**config.mk**
```make
export PLATFORM = sky130hd
export DESIGN_NAME = dmem_lsu
export DESIGN_NICKNAME = d
export VERILOG_FILES = /design/src/rtl/dmem_lsu.sv
export SDC_FILE = /design/constraint.sdc
export NUM_CORES = 1
export LEC_CHECK = 0
export ABC_CLOCK_PERIOD_IN_PS = 6000
export CAP_MARGIN = 20
export CORE_UTILIZATION = 30
export CTS_BUF_LIST = sky130_fd_sc_hd__clkbuf_8
export DETAILED_ROUTE_END_ITERATION = 12
export DONT_BUFFER_PORTS = 1
export SLEW_MARGIN = 20
export SYNTH_ARGS = -nofsm -noshare
export SYNTH_HDL_FRONTEND = slang
export SYNTH_SLANG_ARGS = --single-unit
```
**constraint.sdc**
```tcl
create_clock -name CLK -period 6 [get_ports CLK]
set_input_delay 1.5 -clock CLK [delete_from_list [all_inputs] [get_ports CLK]]
set_output_delay 1.5 -clock CLK [all_outputs]
set_load 0.05 [all_outputs]
```
**src/rtl/dmem_lsu.sv**
```systemverilog
// Load/store initiator between the core memory stage and a byte-addressed data memory.
// Optional READ timeout guarded by LSU_TIMEOUT_EN (disabled by default).
module dmem_lsu #(
    parameter int unsigned ADDR_WIDTH     = 10,
    parameter int unsigned TIMEOUT_CYCLES = 16
) (
    input  logic                  CLK,
    input  logic                  RST,
    input  logic                  REQ_VALID,
    output logic                  REQ_READY,
    input  logic                  REQ_WE,
    input  logic [1:0]            REQ_SIZE,
    input  logic                  REQ_UNSIGNED,
    input  logic [31:0]           REQ_ADDR,
    input  logic [31:0]           REQ_WDATA,
    output logic                  RSP_VALID,
    output logic [31:0]           RSP_RDATA,
    output logic                  RSP_ERR,
    output logic                  MEM_EN,
    output logic [3:0]            MEM_WE,
    output logic [ADDR_WIDTH-1:0] MEM_ADDR,
    output logic [31:0]           MEM_WDATA,
    input  logic [31:0]           MEM_RDATA,
    input  logic                  MEM_RVALID
);

    typedef enum logic [1:0] {
        ST_IDLE,
        ST_WRITE,
        ST_READ,
        ST_RESP
    } state_t;

    state_t                  state_q, state_d;
    logic                    mem_en_q, mem_en_d;
    logic [3:0]              mem_we_q, mem_we_d;
    logic [ADDR_WIDTH-1:0]   mem_addr_q, mem_addr_d;
    logic [31:0]             mem_wdata_q, mem_wdata_d;
    logic                    rsp_valid_q, rsp_valid_d;
    logic [31:0]             rsp_rdata_q, rsp_rdata_d;
    logic                    rsp_err_q, rsp_err_d;
    logic [1:0]              size_q, size_d;
    logic                    uns_q, uns_d;
    logic [1:0]              off_q, off_d;

`ifdef LSU_TIMEOUT_EN
    localparam int unsigned CNT_W = $clog2(TIMEOUT_CYCLES + 1);
    logic [CNT_W-1:0]        cnt_q, cnt_d;
`endif

    logic                    misaligned;
    logic [3:0]              size_mask;
    logic [31:0]             wdata_rep;
    logic [7:0]              rd_byte;
    logic [15:0]             rd_half;
    logic [31:0]             rd_ext;

    logic unused_addr_hi;
    assign unused_addr_hi = ^REQ_ADDR[31:ADDR_WIDTH];

    // Request decode operates on the live request fields (used only on acceptance).
    always_comb begin
        misaligned = (REQ_SIZE == 2'd3)
                  || ((REQ_SIZE == 2'd1) && REQ_ADDR[0])
                  || ((REQ_SIZE == 2'd2) && (REQ_ADDR[1:0] != 2'b00));
        case (REQ_SIZE)
            2'd0:    begin size_mask = 4'b0001; wdata_rep = {4{REQ_WDATA[7:0]}};  end
            2'd1:    begin size_mask = 4'b0011; wdata_rep = {2{REQ_WDATA[15:0]}}; end
            default: begin size_mask = 4'b1111; wdata_rep = REQ_WDATA;            end
        endcase
    end

    // Load extraction uses the request fields captured at acceptance.
    always_comb begin
        rd_byte = MEM_RDATA[{off_q, 3'b000} +: 8];
        rd_half = MEM_RDATA[{off_q[1], 4'b0000} +: 16];
        case (size_q)
            2'd0:    rd_ext = uns_q ? {24'h0, rd_byte} : {{24{rd_byte[7]}}, rd_byte};
            2'd1:    rd_ext = uns_q ? {16'h0, rd_half} : {{16{rd_half[15]}}, rd_half};
            default: rd_ext = MEM_RDATA;
        endcase
    end

    always_comb begin
        state_d     = state_q;
        mem_en_d    = 1'b0;
        mem_we_d    = '0;
        mem_addr_d  = mem_addr_q;
        mem_wdata_d = mem_wdata_q;
        rsp_valid_d = 1'b0;
        rsp_rdata_d = rsp_rdata_q;
        rsp_err_d   = rsp_err_q;
        size_d      = size_q;
        uns_d       = uns_q;
        off_d       = off_q;
`ifdef LSU_TIMEOUT_EN
        cnt_d       = cnt_q;
`endif
        case (state_q)
            ST_IDLE: begin
                if (REQ_VALID) begin
                    mem_addr_d  = REQ_ADDR[ADDR_WIDTH-1:0];
                    mem_wdata_d = wdata_rep;
                    size_d      = REQ_SIZE;
                    uns_d       = REQ_UNSIGNED;
                    off_d       = REQ_ADDR[1:0];
                    if (misaligned) begin
                        state_d     = ST_RESP;
                        rsp_valid_d = 1'b1;
                        rsp_err_d   = 1'b1;
                        rsp_rdata_d = '0;
                    end else if (REQ_WE) begin
                        state_d  = ST_WRITE;
                        mem_en_d = 1'b1;
                        mem_we_d = size_mask << REQ_ADDR[1:0];
                    end else begin
                        state_d  = ST_READ;
                        mem_en_d = 1'b1;
`ifdef LSU_TIMEOUT_EN
                        cnt_d    = '0;
`endif
                    end
                end
            end
            ST_WRITE: begin
                state_d     = ST_RESP;
                rsp_valid_d = 1'b1;
                rsp_err_d   = 1'b0;
                rsp_rdata_d = '0;
            end
            ST_READ: begin
                mem_en_d = 1'b1;
                if (MEM_RVALID) begin
                    state_d     = ST_RESP;
                    mem_en_d    = 1'b0;
                    rsp_valid_d = 1'b1;
                    rsp_err_d   = 1'b0;
                    rsp_rdata_d = rd_ext;
                end
`ifdef LSU_TIMEOUT_EN
                // RVALID takes priority over a timeout reached in the same cycle.
                else if (cnt_q == CNT_W'(TIMEOUT_CYCLES - 1)) begin
                    state_d     = ST_RESP;
                    mem_en_d    = 1'b0;
                    rsp_valid_d = 1'b1;
                    rsp_err_d   = 1'b1;
                    rsp_rdata_d = '0;
                end else begin
                    cnt_d = cnt_q + 1'b1;
                end
`endif
            end
            default: begin
                state_d = ST_IDLE;
            end
        endcase
    end

    always_ff @(posedge CLK or posedge RST) begin
        if (RST) begin
            state_q     <= ST_IDLE;
            mem_en_q    <= 1'b0;
            mem_we_q    <= '0;
            mem_addr_q  <= '0;
            mem_wdata_q <= '0;
            rsp_valid_q <= 1'b0;
            rsp_rdata_q <= '0;
            rsp_err_q   <= 1'b0;
            size_q      <= '0;
            uns_q       <= 1'b0;
            off_q       <= '0;
`ifdef LSU_TIMEOUT_EN
            cnt_q       <= '0;
`endif
        end else begin
            state_q     <= state_d;
            mem_en_q    <= mem_en_d;
            mem_we_q    <= mem_we_d;
            mem_addr_q  <= mem_addr_d;
            mem_wdata_q <= mem_wdata_d;
            rsp_valid_q <= rsp_valid_d;
            rsp_rdata_q <= rsp_rdata_d;
            rsp_err_q   <= rsp_err_d;
            size_q      <= size_d;
            uns_q       <= uns_d;
            off_q       <= off_d;
`ifdef LSU_TIMEOUT_EN
            cnt_q       <= cnt_d;
`endif
        end
    end

    assign REQ_READY = (state_q == ST_IDLE) && !RST;
    assign RSP_VALID = rsp_valid_q;
    assign RSP_RDATA = rsp_rdata_q;
    assign RSP_ERR   = rsp_err_q;
    assign MEM_EN    = mem_en_q;
    assign MEM_WE    = mem_we_q;
    assign MEM_ADDR  = mem_addr_q;
    assign MEM_WDATA = mem_wdata_q;

endmodule

```
[Yosys cells after proc, flatten, opt, wreduce, memory -nomap -nowiden]
Cells that the tools add are included.
Cells by class
  multiplexer cells: 30
  eq/ne operators: 9
  shift-type cells: 3
  reductions and logical operators: 14
Operator list (number)
  two-way mux 32 bit: 5
  one-hot mux 32 bit (2 select lines): 2
  one-hot mux 32 bit (3 select lines): 1
  variable part select 32 x 6 -> 16 bit: 1
  variable part select 32 x 6 -> 8 bit: 1
  two-way mux 4 bit: 4
  two-way mux 1 bit: 9
  two-way mux 2 bit: 4
  one-hot mux 4 bit (2 select lines): 1
  equality test 2 x 1 -> 1 bit, second input constant: 3
  equality test 2 bit, second input constant: 3
  zero test 2 bit: 3
  != test 2 bit, second input constant: 3
  one-hot mux 1 bit (3 select lines): 2
  one-hot mux 2 bit (3 select lines): 1
  AND reduction 2 bit: 2
  AND reduction 4 bit: 1
  left shift 4 x 2 -> 4 bit: 1
  logical AND 1 bit: 3
  nonzero test 3 bit: 1
  logical OR 1 bit: 2
  one-hot mux 1 bit (2 select lines): 1
  nonzero test 2 bit: 1
  zero test 1 bit: 1
Word-level totals
  word-level logic and storage cells: 67
  output and inout port bits: 82
  bits of input ports: 104
  flip-flop bits (word level): 88

[Depth between registers and ports, before layout]
Gate-level depths: netlist (run 1).
  word-level depth: 7
  mapped depth: 8
  depth with buffers taken out: 6

[Worst setup path before layout (run 1)]
Ideal clock, no wire load.
  kind: input to output
  start: input port RST
  end: output port REQ_READY
  cell stages on the path: 1
  path buffers: 0
  slack: 2.355 ns
  data arrival time: 2.145 ns
  data required time: 4.500 ns
  path through: nor2_1
On the way
  word-level cells in the longest chain between the ends: 2
Ends and longest elaborated chain
  start: declaration: line 8  | input logic RST,
  zero test 1 bit: line 193  | assign REQ_READY = (state_q == ST_IDLE) && !RST;
  logical AND 1 bit: line 193
  end: declaration: line 10  | output logic REQ_READY,
No other way between the ends.

[Worst setup path after layout (run 1)]
Ends and elaborated chain as after synthesis.

==> flow_metrics.py, run 1 <==
metrics = {
    "placement": {
        "port_buffers": 0,
        "gp_congestion": 0.812,
        "hpwlAfterDp_microns": 8120,
    },
    "cts": {
        "cts_setup_buffers": 0,
        "clockBufferDepth": 2,
        "hold_buffers": 0,
        "numClockSinks": 86,
        "cts_tree": "done",
        "clockRootBuffer": "clkbuf_8",
        "cts_resized": 0,
        "htreeDepth": 3,
        "clk_pin_slew_ns": 0.08,
        "clkLatencyLatePin_ns": 0.37,
        "cts_buffers": 9,
    },
    "grt": {
        "overflow": 0,
        "grt_pass1_vias": 3242,
        "grt_pass1_wl_microns": 17800,
        "track_usage_pct": 16.2,
        "grt_max_degree": 87,
        "antenna_found_initial": 1,
    },
    "logic_synthesis": {
        "synth.avg_cell_area_sq_um": 10.7,
        "synth.top_cell.area_share_pct": 50.6,
        "seq_area_frac_synth_pct": 50.6,
        "synth_top_cells_by_count": "dfrtp_1, o21ai_0, nand2_1",
        "yosysTopAreaCell": "dfrtp_1",
        "yosys_warnings": 0,
        "syn_area_sq_um": 4260,
        "synth_edf_count": 0,
        "synth_area_leaders": "dfrtp_1, mux2i_1, o21ai_0, mux2_2, o221ai_1",
        "ys.flop_type": "dfrtp_1",
        "syn_nets": 504,
        "synthCells": 396,
        "yosysUniqueCellTypes": 41,
        "synth.most_common_cell": "dfrtp_1",
        "ys_seq_elements": 86,
        "async_reset_ff_share_pct": 100,
    },
    "floorplanning": {
        "die_area_sq_um": 14700,
        "fp.dieW_microns": 121,
        "std_cell_rows": 43,
        "ios": 186,
        "die_h_microns": 121,
        "core_area_sq_um": 13900,
        "start_util_pct": 30.7,
    },
    "finish": {
        "synthToLayoutAreaGrowth_pct": 8.14,
        "antenna_cells": 0,
        "fillers": 1430,
        "seq_area_sq_um": 2150,
        "final_nets": 487,
        "layout-drive-gt1-share_pct": 14.1,
        "post-route-util_pct": 33.2,
        "multi_input_area_sq_um": 1920,
    },
    "run": {
        "cap_viol_max_count": 0,
    },
    "power_and_ir_drop": {
        "p_int_mw": 1.40,
        "p_leak_nw": 1.96,
        "switching_share_pct": 53.2,
        "p_clk_share_pct": 17.2,
        "pwr-share-seq_pct": 58.1,
        "combPwrFrac_pct": 24.7,
        "switchingPower_mw": 1.59,
        "ir_drop_uv": 324,
        "powerDensity_nw_per_um2": 648,
    },
    "min_path": {
        "min_path_type": "flop to flop",
    },
    "status": {
        "outcome": "finished clean",
    },
    "sta": {
        "max_freq_mhz": 274,
        "grt_setup_unrepaired": "no",
        "slew_headroom_pct": 34.9,
        "finalCritPeriodShare_pct": 60.9,
        "tightest_slew_ns": 0.976,
        "whs_ns": 0.561,
        "hold_violations": 0,
        "period_minus_slack_ns": 3.65,
        "setup_viol": 0,
        "finClkSkew_ns": 0.0104,
        "final.setup.tns_ns": 0,
        "slew_viol_final": 0,
    },
    "critical_path": {
        "max_stage_delay_ns": 0.65,
        "required_ns": 4.50,
        "critical_path.cell_chain": "nor2_1",
        "critical_path_class": "input pin to output pin",
        "cp_max_fo": 2,
        "crit_family": "simple AND/OR/NAND/NOR gates",
        "cp_num_buf_inv": 0,
        "endpoint_kind": "output pin",
        "worstSetupStartpointType": "input pin",
        "crit_path_top_delay_cell": "nor2_1",
        "arrival_ns": 2.15,
    },
    "detailed_routing": {
        "ant_nets": 0,
        "drt_first_pass_iters": 4,
        "wire_per_inst_microns": 20.3,
        "drt_iter0_drc": 223,
        "drt-total-wl_microns": 11400,
        "num_vias": 3023,
        "avgViaCountPerCell": 5.36,
        "drc": 0,
    },
}
## registers in the layout, summed over array words and instances, names as in the netlist
| register | count |
|---|---|
| size_q | 2 |
| MEM_WE | 4 |
| RSP_ERR | 1 |
| MEM_WDATA | 32 |
| MEM_ADDR | 10 |
| RSP_RDATA | 32 |
| MEM_EN | 1 |
| RSP_VALID | 1 |
| uns_q | 1 |
| state_q | 2 |
## power groups by stage
stage | combinational [mW] | sequential [mW] | clock, mW
global placement | 0.713 | 1.74 | 0
floorplan | 0.637 | 1.67 | 0
detailed placement | 0.740 | 1.75 | 0
CTS | 0.741 | 1.74 | 0.530
finish | 0.738 | 1.73 | 0.513
global route | 0.826 | 1.77 | 0.553
## tightest hold or removal path: stages, from the launching register on
cell and delay [ns]:
dfrtp_1 0.41, nand2_1 0.06, o21ai_0 0.06
## routing by layer
| metal | part of all wire, % | global-route usage [%] |
|---|---|---|
| met4 | 2.2 | 7.95 |
| met1 | 39 | 18.8 |
| met3 | 13 | 7.05 |
| met2 | 46 | 25.5 |
| met5 | 0.10 | 0 |
## cell type report
cell class,instances,area share [%]
clock buffers,11,3.29
well taps,180,4.89
multi-input cells,272,41.7
inverters,6,0.516
repair buffers,4,0.734
clock inverters,5,2.12
flip-flops and latches,86,46.8
## cells in the final DEF, fill, tap and decap left out, types with 5 or more instances in the layout
master / instances
mux2_2: 23
o31ai_1: 7
nor2_1: 14
inv_1: 7
or3_1: 7
a21oi_1: 22
nand2_1: 34
nand2b_1: 5
dfrtp_1: 86
nor2b_1: 11
o21ai_0: 54
a221o_1: 12
nor3_1: 5
mux2i_1: 31
o221ai_1: 16
clkbuf_8: 11
## worst paths after layout
check,endpoint,slack [ns],from,depth (start not counted)
min in group asynchronous,RSP_VALID$_DFF_PP0_,1.18,RST,2
worst min-delay path,state_q[0]$_DFFE_PP0P_,0.56,state_q[0]$_DFFE_PP0P_,2
worst max register to register,RSP_RDATA[13]$_DFFE_PP0P_,3.49,state_q[0]$_DFFE_PP0P_,6
worst max-delay path,REQ_READY,2.35,RST,1
worst min register to register,state_q[0]$_DFFE_PP0P_,0.56,state_q[0]$_DFFE_PP0P_,2
max in group asynchronous,RSP_RDATA[3]$_DFFE_PP0P_,4.21,RST,2
## metrics by stage
step                      instances  cell area (sq um)  power [mW]  worst slack, ns
after global placement          548               4350        2.46             2.22
after floorplan                 396               4260        2.31             2.28
after detailed placement        548               4350        2.49             2.17
final                           564               4600        2.98             2.35
after global routing            564               4600        3.15             2.32
after CTS                       564               4600        3.01             2.35
## cells by family (layout without fill, tap and decap cells)
kind of cell | Yosys count | in the layout | share of synthesized area, %
AOI/OAI and AO/OA | 123 | 123 | 19.5
and+or+nand+nor | 90 | 90 | 10.7
xor gates and xnor gates | 1 | 1 | 0.206
adders and majority gates | 4 | 4 | 1.18
DFF | 86 | 86 | 50.6
buffers and inverters | 38 | 26 | 4.41
muxes | 54 | 54 | 13.4
Note: power is estimated with default switching activity, not from simulation.
==> inputs of run 2 (changes only) <==
--- a/config.mk
+++ b/config.mk
@@ -5,7 +5,7 @@
 export SDC_FILE = /design/constraint.sdc
 export NUM_CORES = 1
 export LEC_CHECK = 0
-export ABC_CLOCK_PERIOD_IN_PS = 6000
+export ABC_CLOCK_PERIOD_IN_PS = 3000
 export CAP_MARGIN = 20
 export CORE_UTILIZATION = 30
 export CTS_BUF_LIST = sky130_fd_sc_hd__clkbuf_8
==> constraint.sdc (replaced) <==
create_clock -name CLK -period 3 [get_ports CLK]
set_input_delay 0.75 -clock CLK [delete_from_list [all_inputs] [get_ports CLK]]
set_output_delay 0.75 -clock CLK [all_outputs]
set_load 0.05 [all_outputs]
==> run 2 against run 1 <==
  * Power is 98% higher
  * Setup slack worse by 1.7 ns
  * Critical endpoint unchanged
  * Register-to-register slack worse by 2.8 ns
  * Design area is 0.35% higher
  * Largest cell class unchanged
  * Non-clock buffer count is 3 higher
==> flow_metrics.py, run 2 (synthesis gave the netlist of run 1 again) <==
metrics = {
    "status": {
        "outcome": "finished clean",
    },
    "critical_path": {
        "endpoint_kind": "output pin",
        "crit_family": "buffers and inverters",
        "crit_path_top_delay_cell": "dfrtp_1",
        "critical_path_class": "flop to output pin",
        "cp_common_cell": "inv_1",
        "cp_max_fo": 7,
        "max_stage_delay_ns": 0.42,
        "arrival_ns": 1.61,
        "cp_num_buf_inv": 3,
        "critical_path.cell_chain": "inv_1 -> ha_1 -> inv_1 -> nor2_1 -> buf_4",
        "required_ns": 2.25,
        "worstSetupStartpointType": "flop",
    },
    "finish": {
        "stdcell_count": 566,
        "stdcell_area_sq_um": 4620,
        "antenna_cells": 0,
        "post-route-util_pct": 33.3,
        "layout-drive-gt1-share_pct": 14.8,
        "final_nets": 490,
        "final_cell_mix": "dfrtp_1, o21ai_0, nand2_1",
        "final_common_cell": "dfrtp_1",
        "fillers": 1416,
        "synthToLayoutAreaGrowth_pct": 8.52,
    },
    "sta": {
        "finalCritPeriodShare_pct": 78.6,
        "period_minus_slack_ns": 2.36,
        "setup_viol": 0,
        "slew_viol_final": 0,
        "grt_setup_unrepaired": "no",
        "max_freq_mhz": 424,
        "fin_ws_ns": 0.642,
        "finClkSkew_ns": 0.00998,
        "hold_violations": 0,
        "tightest_slew_ns": 0.902,
        "final.setup.tns_ns": 0,
        "slew_headroom_pct": 39.9,
        "whs_ns": 0.310,
    },
    "floorplanning": {
        "die_area_sq_um": 14700,
        "start_util_pct": 30.7,
        "std_cell_rows": 43,
        "fp.dieW_microns": 121,
        "ios": 186,
        "die_h_microns": 121,
        "core_area_sq_um": 13900,
    },
    "detailed_routing": {
        "wire_per_inst_microns": 20.0,
        "ant_nets": 0,
        "avgViaCountPerCell": 5.44,
        "drt_iter0_drc": 166,
        "num_vias": 3078,
        "drt_first_pass_iters": 4,
        "drc": 0,
        "drt-total-wl_microns": 11300,
    },
    "power_and_ir_drop": {
        "powerDensity_nw_per_um2": 1280,
        "power.total_mw": 5.90,
        "ir_drop_uv": 777,
        "p_leak_nw": 1.97,
    },
    "placement": {
        "port_buffers": 0,
        "placed_cell_area_sq_um": 4400,
        "hpwlAfterDp_microns": 8450,
        "place_ws_ns": 0.645,
        "gp_congestion": 0.820,
        "dp_cells": 551,
    },
    "grt": {
        "grt_pass1_wl_microns": 17300,
        "grt_max_degree": 60,
        "track_usage_pct": 16.0,
        "grt_pass1_vias": 3118,
        "overflow": 0,
        "antenna_found_initial": 1,
    },
    "cts": {
        "hold_buffers": 0,
        "cts_resized": 0,
        "clk_pin_slew_ns": 0.08,
        "htreeDepth": 3,
        "cts_buffers": 9,
        "clockBufferDepth": 2,
        "clkLatencyLatePin_ns": 0.38,
        "numClockSinks": 86,
        "cts_setup_buffers": 0,
        "cts_tree": "done",
        "clockRootBuffer": "clkbuf_8",
    },
    "min_path": {
        "min_path_type": "input pin to asynchronous set/reset pin",
    },
    "run": {
        "cap_viol_max_count": 0,
    },
}
[run 2: changes by cell type in the layout (fill, tap and decap cells not counted), sizes merged]
cell / before / now
buf: 4 / 7
inv: 7 / 5
clkinv: 1 / 3
bufinv: 3 / 2
[run 2: per-layer routing]
metal / wire [microns] / track usage, % / up-vias
met4: 94 / 3.70 / 2
met2: 5440 / 26.3 / 160
li1: - / - / 1425
met3: 1560 / 10.2 / 8
met5: 12 / 0 / -
met1: 4220 / 17.0 / 1483
[run 2: worst paths after layout]
check	start	endpoint	slack [ns]	cells after the start
max	state_q[0]$_DFFE_PP0P_	REQ_READY	0.64	5
min	RST	MEM_WE[2]$_DFF_PP0_	0.31	1
max reg2reg	state_q[0]$_DFFE_PP0P_	RSP_RDATA[21]$_DFFE_PP0P_	0.66	5
min reg2reg	state_q[0]$_DFFE_PP0P_	state_q[0]$_DFFE_PP0P_	0.55	2
max in group asynchronous	RST	MEM_ADDR[3]$_DFFE_PP0P_	1.98	2
min in group CLK	REQ_ADDR[1]	MEM_WE[0]$_DFF_PP0_	0.44	1
[run 2: area by class of cell]
cell class	count	area [sq um]	share of cell area [%]
multi-input combinational	272	1920	41.5
sequential	86	2150	46.6
tap	180	225	4.88
clock buffer	11	151	3.28
timing repair buffer	7	77.6	1.68
clock inverter	4	70.1	1.52
inverter	6	23.8	0.515
[run 2: where the power goes]
group	total [mW]	switching, mW	internal, mW
registers	3.47	1.88	1.59
clock network	0.927	0.420	0.507
logic	1.50	0.859	0.641
total	5.90	3.16	2.74
==> RTL edit: new RTL, settings of run 2 <==
`mem_we_q`, `mem_addr_q`, `mem_wdata_q` and `rsp_rdata_q` no longer have a reset.
--- a/src/rtl/dmem_lsu.sv
+++ b/src/rtl/dmem_lsu.sv
@@ -160,11 +160,7 @@
         if (RST) begin
             state_q     <= ST_IDLE;
             mem_en_q    <= 1'b0;
-            mem_we_q    <= '0;
-            mem_addr_q  <= '0;
-            mem_wdata_q <= '0;
             rsp_valid_q <= 1'b0;
-            rsp_rdata_q <= '0;
             rsp_err_q   <= 1'b0;
             size_q      <= '0;
             uns_q       <= 1'b0;
@@ -175,11 +171,7 @@
         end else begin
             state_q     <= state_d;
             mem_en_q    <= mem_en_d;
-            mem_we_q    <= mem_we_d;
-            mem_addr_q  <= mem_addr_d;
-            mem_wdata_q <= mem_wdata_d;
             rsp_valid_q <= rsp_valid_d;
-            rsp_rdata_q <= rsp_rdata_d;
             rsp_err_q   <= rsp_err_d;
             size_q      <= size_d;
             uns_q       <= uns_d;
@@ -188,6 +180,13 @@
             cnt_q       <= cnt_d;
 `endif
         end
+    end
+
+    always_ff @(posedge CLK) begin
+        mem_we_q    <= mem_we_d;
+        mem_addr_q  <= mem_addr_d;
+        mem_wdata_q <= mem_wdata_d;
+        rsp_rdata_q <= rsp_rdata_d;
     end
 
     assign REQ_READY = (state_q == ST_IDLE) && !RST;
Function: changed (Yosys sat finds a counterexample within 4 cycles, from zero or initial values and one cycle with RST high).
==> RTL edit against run 2 <==
- sequential cell count is 2 higher
- synthesized area is 5.5% lower
- routed wire length is 15% lower
- clock power is 17% lower
- worst setup slack better by 100 ps
- design area is 5.1% lower
- sequential power is 5% lower
- total power is 10% lower
- synthesized cell count is 23% lower
- critical endpoint unchanged
==> RTL edit: results (changes against run 2) <==
post-synthesis sequential area ratio 63.5% (+13 points); DP Worst Slack 686 ps (+41.5 ps); dominant synthesized flop cell edfxtp_1; Placed Area 0.00421 mm² (-4.3%); Slew Limit Headroom 37.2% (-2.6 points); maximum vdd drop 0.000302 V (-61%); Via Count 2561 (-17%); first-pass GRT wire length 14.5 mm (-16%); RePlAce Congestion 0.823 (+0.33%); Iteration-0 DRC Markers 266 (+60%); largest net degree at the start of global routing 34 (-43%); CP arrival 1500 ps (-110 ps); CTS Root Cell clkbuf_8; Syn. warnings 0 (unchanged); number of synthesized flops with an enable pin 74 (+74); placed cell count 467 (-15%); reg-to-reg slack, setup 750 ps (+90 ps); Clock Path Buffers 2 (unchanged); Pleak 1.54 nW (-22%); fillers 1273 (-10%); Total Wirelength 9.68 mm (-15%); vias in the first global route 2524 (-19%); Setup Skew 17.4 ps (+7.42 ps); GR Util All Layers 14.0% (-2.0 points); share of layout cells above drive strength 1 15.8% (+0.99 points); Async SR Flop Fraction 11.4% (-89 points); met1 GRT Util 15.9% (-1.1 points); hpwl dp 6.84 mm (-19%); Port-buffer cells 0 (unchanged); status completed; First-pass DRT Iterations 4 (unchanged); period utilization 75.1% (-3.5 points); Final #Nets 414 (-16%); grt met3 use 7.22% (-2.9 points); Mean Syn Cell Area 13.1 µm² (+22%); largest cells by area after synthesis edfxtp_1 55%, dfrtp_1 6.2%, mux2_2 5.6%; Num CTS Buffers 9 (unchanged); met2 usage 21.4% (-5.0 points); # diodes 0 (unchanged); Post-synth top cells 74 x edfxtp_1, 39 x nand2_1, 20 x mux2_2; Hold Path Class primary input to async pin; fin cells 483 (-15%); Netlist cell types 39 (-4.9%); initial antenna violation count 0 (-1); Critical Path Fanout Max 4 (-3)
==> RTL edit: power by group <==
group | leakage, nW | internal [mW] | switching [mW]
logic | 0.579 | 0.451 | 0.769
clock network | 0.0939 | 0.308 | 0.466
registers | 0.871 | 1.91 | 1.39
==> RTL edit: layer usage <==
| layer | up-vias | part of all wire, % |
|---|---|---|
| li1 | 1148 | - |
| met1 | 1239 | 38 |
| met2 | 159 | 48 |
| met3 | 15 | 12 |
| met4 | 0 | 2.1 |
| met5 | - | 0 |
==> RTL edit: cells by family after synthesis <==
kind of cell,count (synthesis),synth area share [%]
DFF,88,63.5
AOI/OAI and AO/OA,77,13.9
and+or+nand+nor,65,7.37
muxes,38,10.4
buffers and inverters,33,3.42
adders and majority gates,4,1.24
xor gates and xnor gates,1,0.218
==> RTL edit: critical path, stage by stage, from the launching register on <==
cell and delay (ps):
dfrtp_1 430, inv_1 90, ha_1 220, inv_1 90, nor2_1 100, buf_4 200
==> RTL edit: final timing paths <==
path | startpoint | endpoint | cells past startpoint
worst max-delay path | state_q[0] | REQ_READY | 5
worst min-delay path | RST | RSP_VALID | 1
worst max register to register | state_q[0] | RSP_RDATA[21] | 5
worst min register to register | state_q[1] | state_q[1] | 2
max in group asynchronous | RST | size_q[1] | 1
min in group CLK | REQ_ADDR[1] | MEM_WE[0] | 1
==> RTL edit: layout make-up <==
class,instances,area [µm²],area share (%)
flip-flops and latches,88,2550,58.2
multi-input cells,185,1330,30.4
well taps,172,215,4.91
clock buffers,9,124,2.82
inverters,15,56.3,1.28
clock inverters,7,53.8,1.23
repair buffers,7,52.6,1.20
==> RTL edit: through the flow <==
| step | hold slack [ps] | utilization [%] |
|---|---|---|
| final | 264 | 34.2 |
| after global placement | 521 | 32.8 |
| after CTS | 236 | 34.2 |
| after global routing | 262 | 34.2 |
| after floorplan | 497 | - |
| after detailed placement | 548 | 32.8 |
